$ cat src/rtl/mem_port_arbiter_pkg.sv
// Shared types and constants for the fetch/data memory port arbiter.
// Owner and state encodings are fixed 2-bit values so they can be probed on a bus.
package mem_port_arbiter_pkg;

    localparam int STARVE_MAX_DEF = 4;
    localparam int CNT_W          = 4;   // holds STARVE_MAX up to 15

    typedef enum logic [1:0] {
        ST_IDLE  = 2'd0,
        ST_ISSUE = 2'd1,
        ST_RESP  = 2'd2
    } arb_state_e;

    typedef enum logic [1:0] {
        OWN_NONE = 2'd0,
        OWN_I    = 2'd1,
        OWN_D    = 2'd2
    } owner_e;

endpackage

$ cat src/rtl/mem_arb_pick.sv
// Fetch/data priority pick: data normally wins, fetch is forced through after
// STARVE_MAX back-to-back data grants that kept it waiting.
module mem_arb_pick
    import mem_port_arbiter_pkg::*;
#(
    parameter int STARVE_MAX = STARVE_MAX_DEF
) (
    input  logic             i_req,
    input  logic             d_req,
    input  logic [CNT_W-1:0] starve_cnt,
    output logic             grant_i,
    output logic             grant_d,
    output logic [CNT_W-1:0] starve_cnt_next
);

    localparam logic [CNT_W-1:0] LIMIT = CNT_W'(STARVE_MAX);

    logic starved;

    always_comb begin
        starved         = i_req && (starve_cnt == LIMIT);
        grant_d         = d_req && !starved;
        grant_i         = i_req && !grant_d;
        starve_cnt_next = starve_cnt;
        if (grant_i) begin
            starve_cnt_next = '0;
        end else if (grant_d && i_req && (starve_cnt != LIMIT)) begin
            starve_cnt_next = starve_cnt + 1'b1;
        end
    end

endmodule

$ cat src/rtl/mem_port_arbiter.sv
// Arbitrates the core's fetch and data ports onto one single-ported memory,
// one outstanding transaction at a time, routing read data back to its owner.
module mem_port_arbiter
    import mem_port_arbiter_pkg::*;
#(
    parameter int AW         = 32,
    parameter int DW         = 32,
    parameter int STARVE_MAX = STARVE_MAX_DEF
) (
    input  logic          clk,
    input  logic          reset_n,
    input  logic          i_req,
    input  logic [AW-1:0] i_addr,
    output logic          i_ready,
    output logic          i_rvalid,
    output logic [DW-1:0] i_rdata,
    input  logic          d_req,
    input  logic          d_we,
    input  logic [AW-1:0] d_addr,
    input  logic [DW-1:0] d_wdata,
    output logic          d_ready,
    output logic          d_rvalid,
    output logic [DW-1:0] d_rdata,
    output logic          m_req,
    output logic          m_we,
    output logic [AW-1:0] m_addr,
    output logic [DW-1:0] m_wdata,
    input  logic          m_ready,
    input  logic          m_rvalid,
    input  logic [DW-1:0] m_rdata,
    output logic          err
);

    arb_state_e       state_q, state_d;
    owner_e           owner_q, owner_d;
    logic [CNT_W-1:0] starve_cnt_q, starve_cnt_d;
    logic             err_q, err_d;
    logic             m_req_q, m_req_d;
    logic             m_we_q, m_we_d;
    logic [AW-1:0]    m_addr_q, m_addr_d;
    logic [DW-1:0]    m_wdata_q, m_wdata_d;

    logic             grant_i, grant_d;
    logic [CNT_W-1:0] pick_cnt_next;

    mem_arb_pick #(
        .STARVE_MAX(STARVE_MAX)
    ) u_pick (
        .i_req          (i_req),
        .d_req          (d_req),
        .starve_cnt     (starve_cnt_q),
        .grant_i        (grant_i),
        .grant_d        (grant_d),
        .starve_cnt_next(pick_cnt_next)
    );

    always_comb begin
        state_d      = state_q;
        owner_d      = owner_q;
        starve_cnt_d = starve_cnt_q;
        err_d        = err_q;
        m_req_d      = m_req_q;
        m_we_d       = m_we_q;
        m_addr_d     = m_addr_q;
        m_wdata_d    = m_wdata_q;
        i_ready      = 1'b0;
        d_ready      = 1'b0;
        i_rvalid     = 1'b0;
        d_rvalid     = 1'b0;
        i_rdata      = m_rdata;
        d_rdata      = m_rdata;

        case (state_q)
            ST_IDLE: begin
                if (grant_i || grant_d) begin
                    starve_cnt_d = pick_cnt_next;
                    m_req_d      = 1'b1;
                    state_d      = ST_ISSUE;
                    if (grant_d) begin
                        d_ready   = 1'b1;
                        owner_d   = OWN_D;
                        m_we_d    = d_we;
                        m_addr_d  = d_addr;
                        m_wdata_d = d_wdata;
                    end else begin
                        i_ready   = 1'b1;
                        owner_d   = OWN_I;
                        m_we_d    = 1'b0;
                        m_addr_d  = i_addr;
                        m_wdata_d = '0;
                    end
                end
            end
            ST_ISSUE: begin
                if (m_ready) begin
                    m_req_d = 1'b0;
                    // Stores get no memory response, so they complete on acceptance.
                    if (m_we_q) begin
                        d_rvalid = 1'b1;
                        owner_d  = OWN_NONE;
                        state_d  = ST_IDLE;
                    end else begin
                        state_d  = ST_RESP;
                    end
                end
            end
            ST_RESP: begin
                if (m_rvalid) begin
                    i_rvalid = (owner_q == OWN_I);
                    d_rvalid = (owner_q == OWN_D);
                    owner_d  = OWN_NONE;
                    state_d  = ST_IDLE;
                end
            end
            default: begin
                state_d = ST_IDLE;
                owner_d = OWN_NONE;
            end
        endcase

        // A response with nothing outstanding (e.g. from a transaction cut off by reset).
        if (m_rvalid && (state_q != ST_RESP)) begin
            err_d = 1'b1;
        end
    end

    always_ff @(posedge clk) begin
        if (!reset_n) begin
            state_q      <= ST_IDLE;
            owner_q      <= OWN_NONE;
            starve_cnt_q <= '0;
            err_q        <= 1'b0;
            m_req_q      <= 1'b0;
            m_we_q       <= 1'b0;
            m_addr_q     <= '0;
            m_wdata_q    <= '0;
        end else begin
            state_q      <= state_d;
            owner_q      <= owner_d;
            starve_cnt_q <= starve_cnt_d;
            err_q        <= err_d;
            m_req_q      <= m_req_d;
            m_we_q       <= m_we_d;
            m_addr_q     <= m_addr_d;
            m_wdata_q    <= m_wdata_d;
        end
    end

    assign m_req   = m_req_q;
    assign m_we    = m_we_q;
    assign m_addr  = m_addr_q;
    assign m_wdata = m_wdata_q;
    assign err     = err_q;

endmodule

$ cat config.mk
export PLATFORM = sky130hd
export DESIGN_NAME = mem_port_arbiter
export DESIGN_NICKNAME = d
export VERILOG_FILES = /design/src/rtl/mem_port_arbiter_pkg.sv /design/src/rtl/mem_arb_pick.sv /design/src/rtl/mem_port_arbiter.sv
export SDC_FILE = /design/constraint.sdc
export NUM_CORES = 1
export LEC_CHECK = 0
export ABC_AREA = 0
export CAP_MARGIN = 40
export CORE_MARGIN = 2
export CORE_UTILIZATION = 39
export CTS_CLUSTER_SIZE = 14
export DETAILED_ROUTE_END_ITERATION = 8
export HOLD_SLACK_MARGIN = 0.06
export PLACE_DENSITY = 0.82
export SLEW_MARGIN = 30
export SYNTH_ARGS = -nofsm -noshare
export SYNTH_HDL_FRONTEND = slang
export SYNTH_SLANG_ARGS = --single-unit
export TNS_END_PERCENT = 5
$ cat constraint.sdc
create_clock -name clk -period 2.36 [get_ports clk]
set_input_delay 0.236 -clock clk [delete_from_list [all_inputs] [get_ports clk]]
set_output_delay 0.236 -clock clk [all_outputs]
set_load 0.02 [all_outputs]
==> results.txt, run 1 <==
The number of I/O pins came out at between 200 and 300. In this run the post-CTS setup repair buffer count came out at 0. For the pin with the worst max-slew slack, the measured transition is between 600 and 700 ps.

Sorting the synthesized cells by area gives the leading types as dfxtp_1, buf_4, a211oi_2. The quantity of hold-fixing buffers added after cts came out at 0. The netlist area before placement is between 0.004 and 0.005 mm². The number of optimization iterations in the first detailed-route pass came out at 5. The share of async-settable or async-resettable flops after synthesis is 0%.

In the routed layout, each cell is associated on average with a via count of roughly 5.4. The die is about 110 µm tall. The clock net in this run drives a total of 75 sinks. The cell family contributing the most delay on the critical path is buffers and inverters.

In this run the core area contains 37 standard-cell rows. In this run, synthesis inferred 0 flip-flops with an integrated enable. The cell at the root of the clock tree is clkbuf_8. The clock latency at the later pin of the worst-skew pair came out at between 300 and 400 ps. Setup repair after global routing left no endpoint under its margin. The static power due to leakage is approximately 2.0 nW. The setup-violating endpoint count in the final report is 0. The number of DRC markers in iteration 0 is roughly 260.

STA classifies the critical path startpoint as a flop. After detailed routing, the number of remaining DRC violations is 0. The number of synthesized register bits is 75. The routability-driven placement congestion ratio is between 0.7 and 0.8. The final critical-path setup slack is between 200 and 250 ps. On the critical path, the stage with the largest delay is an instance of dfxtp_1.

The number of antenna diodes came out at 0. The worst ir drop on vdd came out at between 0.3 and 0.4 mV. The floorplan die width is roughly 110 µm.

The number of antenna violations at the first check in global routing is 1. The number of standard cells after synthesis is between 400 and 500. The design draws between 3 and 4 mW.

Data arrives at the worst endpoint at ~1900 ps. The worst setup path is captured at an output pin. The critical path required time came out at roughly 2100 ps. The internal power is about 2.6 mW.

The minimum clock period after layout is ~2100 ps. After clock tree synthesis, the clock-pin slew on the worst setup and hold paths is approximately 80 ps. The number of global-route vias before repair came out at 3764. The fraction of final layout cells with drive strength greater than 1 came out at about 11%. The largest stage delay on the critical path came out at 370 ps. The maximum root-to-sink buffer count is 2. The run finished with clean final reports. The post-detailed-routing wire length came out at 11600 µm. The worst pin sits at a relative slew slack of approximately 59%. In the final routed layout, each cell accounts on average for approximately 16 µm. The finished layout holds 706 standard cells, fillers aside. The wire length of the first global-routing pass is 18400 µm. The final antenna-violating net count is 0. Summed over its instances, the top area cell type makes up between 30% and 40% of the synthesized netlist area.

Of the total power, the share spent switching nets is about a third. The worst clock skew is ~12 ps. The overall fraction of global-route tracks in use came out at 20.4%.

Walking the worst path, the cells encountered are inv_1, ha_1, nand4b_4, buf_6, and3_1, dlygate4sd2_1. The layout overhead on the synthesized area came out at 37.3%. The prevailing post-synth register cell is dfxtp_1. The area of the core is approximately 0.010 mm².

The count of cell types in the netlist is 37. The proportion of power drawn by combinational gates is a little over a third. The half-perimeter wire length after detailed placement is approximately 8300 µm. The die covers roughly 0.011 mm².

The pre-CTS setup slack is roughly 170 ps. The TritonCTS buffer count came out at 9. Each instance of the synthesized netlist takes up on average approximately 8.5 µm².

The fill cell instance count of the final layout is 915. The cell accounting for the most synthesized area is dfxtp_1. The number of input and output port buffers inserted came out at 173. The count of synthesis-stage warnings from yosys is 0. The effective utilization at floorplan came out at between 30% and 40%.

The count of pins over their slew limit came out at 0. The H-tree was split into 3 levels. Across the run, the number of max-cap violations was 0.

The buffering stage count on the worst path with inverters included came out at 3. The net count reported at finish is a little over 700. In this run the worst hold path is classified as primary input to flop. Of all nets on the critical path, the largest fanout is 26. After layout, the worst path uses between 80% and 90% of the clock period.

The clock group share of total power is between 20% and 30%. The sequential group share of total power came out at between 30 and 40%. The startpoint-to-endpoint class of the critical path is flop to output pin. The analysis attributes to net switching a power of between 1 and 1.5 mW. The clock tree from TritonCTS is yes. The synthesized net count came out at between 600 and 700. The hold violation total from the final report is 0.

The pin count of the biggest net entering global routing came out at 98. The count of placed standard cells including taps came out at 690. The peak clock frequency supported by timing is approximately 470 MHz. The number of vias after detailed routing came out at ~3800. Adding up every negative setup slack in the final design gives 0 ps. The sequential fraction of the synthesis area is 36.9%.

The number of resized instances in the post-cts repair step came out at 2. The ratio of total power to cell area came out at ~700 mW/mm². The total global routing overflow came out at 0.
## path summary, 6_finish.rpt
kind / startpoint / end / slack, ps / depth (start not counted)
worst max register to register: state_q[0] / m_addr[20] / 550 / 7
worst min-delay path: d_req / starve_cnt_q[1] / 260 / 3
worst min register to register: m_wdata[28] / m_wdata[28] / 450 / 2
worst max-delay path: starve_cnt_q[0] / d_ready / 240 / 6
## power by group through the flow
stage                     logic [mW]  clock network, mW  registers, mW
after floorplan                0.737                  0           1.71
after global placement          1.33                  0           1.53
after detailed placement        1.36                  0           1.54
after CTS                       1.36               1.04           1.51
after global routing            1.46               1.09           1.53
final                           1.35               1.00           1.51
## cell usage after synthesis (2+ instances only)
cell      instances
nor2b_1           4
mux2i_1           2
o31ai_1           2
and3_1            2
a211oi_2         29
and2_1            2
nand4b_1          3
clkbuf_1         27
buf_4            65
nand2_1          41
buf_6             3
dfxtp_1          75
nand4_1          37
nand3_1           3
buf_1             3
a211oi_1         35
nor2_1           34
ha_1              5
inv_1             6
a21oi_1          39
o21ai_0          33
buf_2            13
nand2b_1          2
## placed cells by master, fill, tap and decap left out, types with 2 or more instances in the layout
| cell type | count |
|---|---|
| clkdlybuf4s50_1 | 169 |
| dfxtp_1 | 75 |
| nand2_1 | 41 |
| a21oi_1 | 39 |
| nand4_1 | 37 |
| a211oi_1 | 35 |
| nor2_1 | 34 |
| o21ai_0 | 33 |
| a211oi_2 | 29 |
| buf_4 | 11 |
| clkbuf_8 | 10 |
| inv_1 | 6 |
| ha_1 | 5 |
| nor2b_1 | 4 |
| nand3_1 | 3 |
| nand4b_1 | 3 |
| clkinv_2 | 3 |
| and3_1 | 2 |
| nand2b_1 | 2 |
| o31ai_1 | 2 |
| mux2i_1 | 2 |
| dlymetal6s2s_1 | 2 |
## worst min-delay path: cells and delay by family
family | cells | cell delay [ps]
AOI/OAI and AO/OA | 1 | 60
buffers and inverters | 1 | 170
and+or+nand+nor | 1 | 90
## cell families (layout without fill, tap and decap cells)
family	count (synthesis)	after routing	synth area share [%]
AND/OR/NAND/NOR	134	134	16.9
flip-flops	75	75	36.9
buffers and inverters	117	208	17.8
AO/OA/AOI/OAI	146	146	26.4
multiplexers	2	2	0.492
adder cells (fa/ha/maj)	5	5	1.54
## sequential cells by signal, indices dropped and copies added (netlist names)
name and flops:
starve_cnt_q 4, state_q 2, err 1, m_addr 32
owner_q 2, m_wdata 32, m_req 1, m_we 1
## area by class of cell
class                           instances  area [µm²]  area share [%]
Inverter                                6        22.5           0.403
Timing Repair Buffer                  186        1840            33.0
Clock buffer                           10         138            2.47
Clock inverter                          6        62.6            1.12
Sequential cell                        75        1500            26.9
Multi-Input combinational cell        287        1840            33.0
Tap cell                              136         170            3.05
## metal layers
layer | track usage [%] | vias up | part of all wire (%)
met5 | 0 | - | 0
met4 | 12.7 | 0 | 4.2
met3 | 5.89 | 54 | 7.2
met2 | 35.0 | 137 | 51
met1 | 22.1 | 1782 | 38
li1 | - | 1829 | -
## through the flow
stage               area, µm²  util [%]  hold WS [ps]
finish                   5580      54.6           259
global route             5580      54.6           276
CTS                      5580      54.5           243
detailed placement       5370      52.5           443
global placement         5370      52.5           438
floorplan                4070         -           381
Power figures use the tool's default switching activity.
==> inputs of run 2 (changes only) <==
--- a/config.mk
+++ b/config.mk
@@ -13,7 +13,7 @@
 export DETAILED_ROUTE_END_ITERATION = 8
 export HOLD_SLACK_MARGIN = 0.06
 export PLACE_DENSITY = 0.82
-export SLEW_MARGIN = 30
+export SLEW_MARGIN = 10
 export SYNTH_ARGS = -nofsm -noshare
 export SYNTH_HDL_FRONTEND = slang
 export SYNTH_SLANG_ARGS = --single-unit
==> results of run 2 <==
The final DEF is identical to that of run 1; final timing and power are the same.
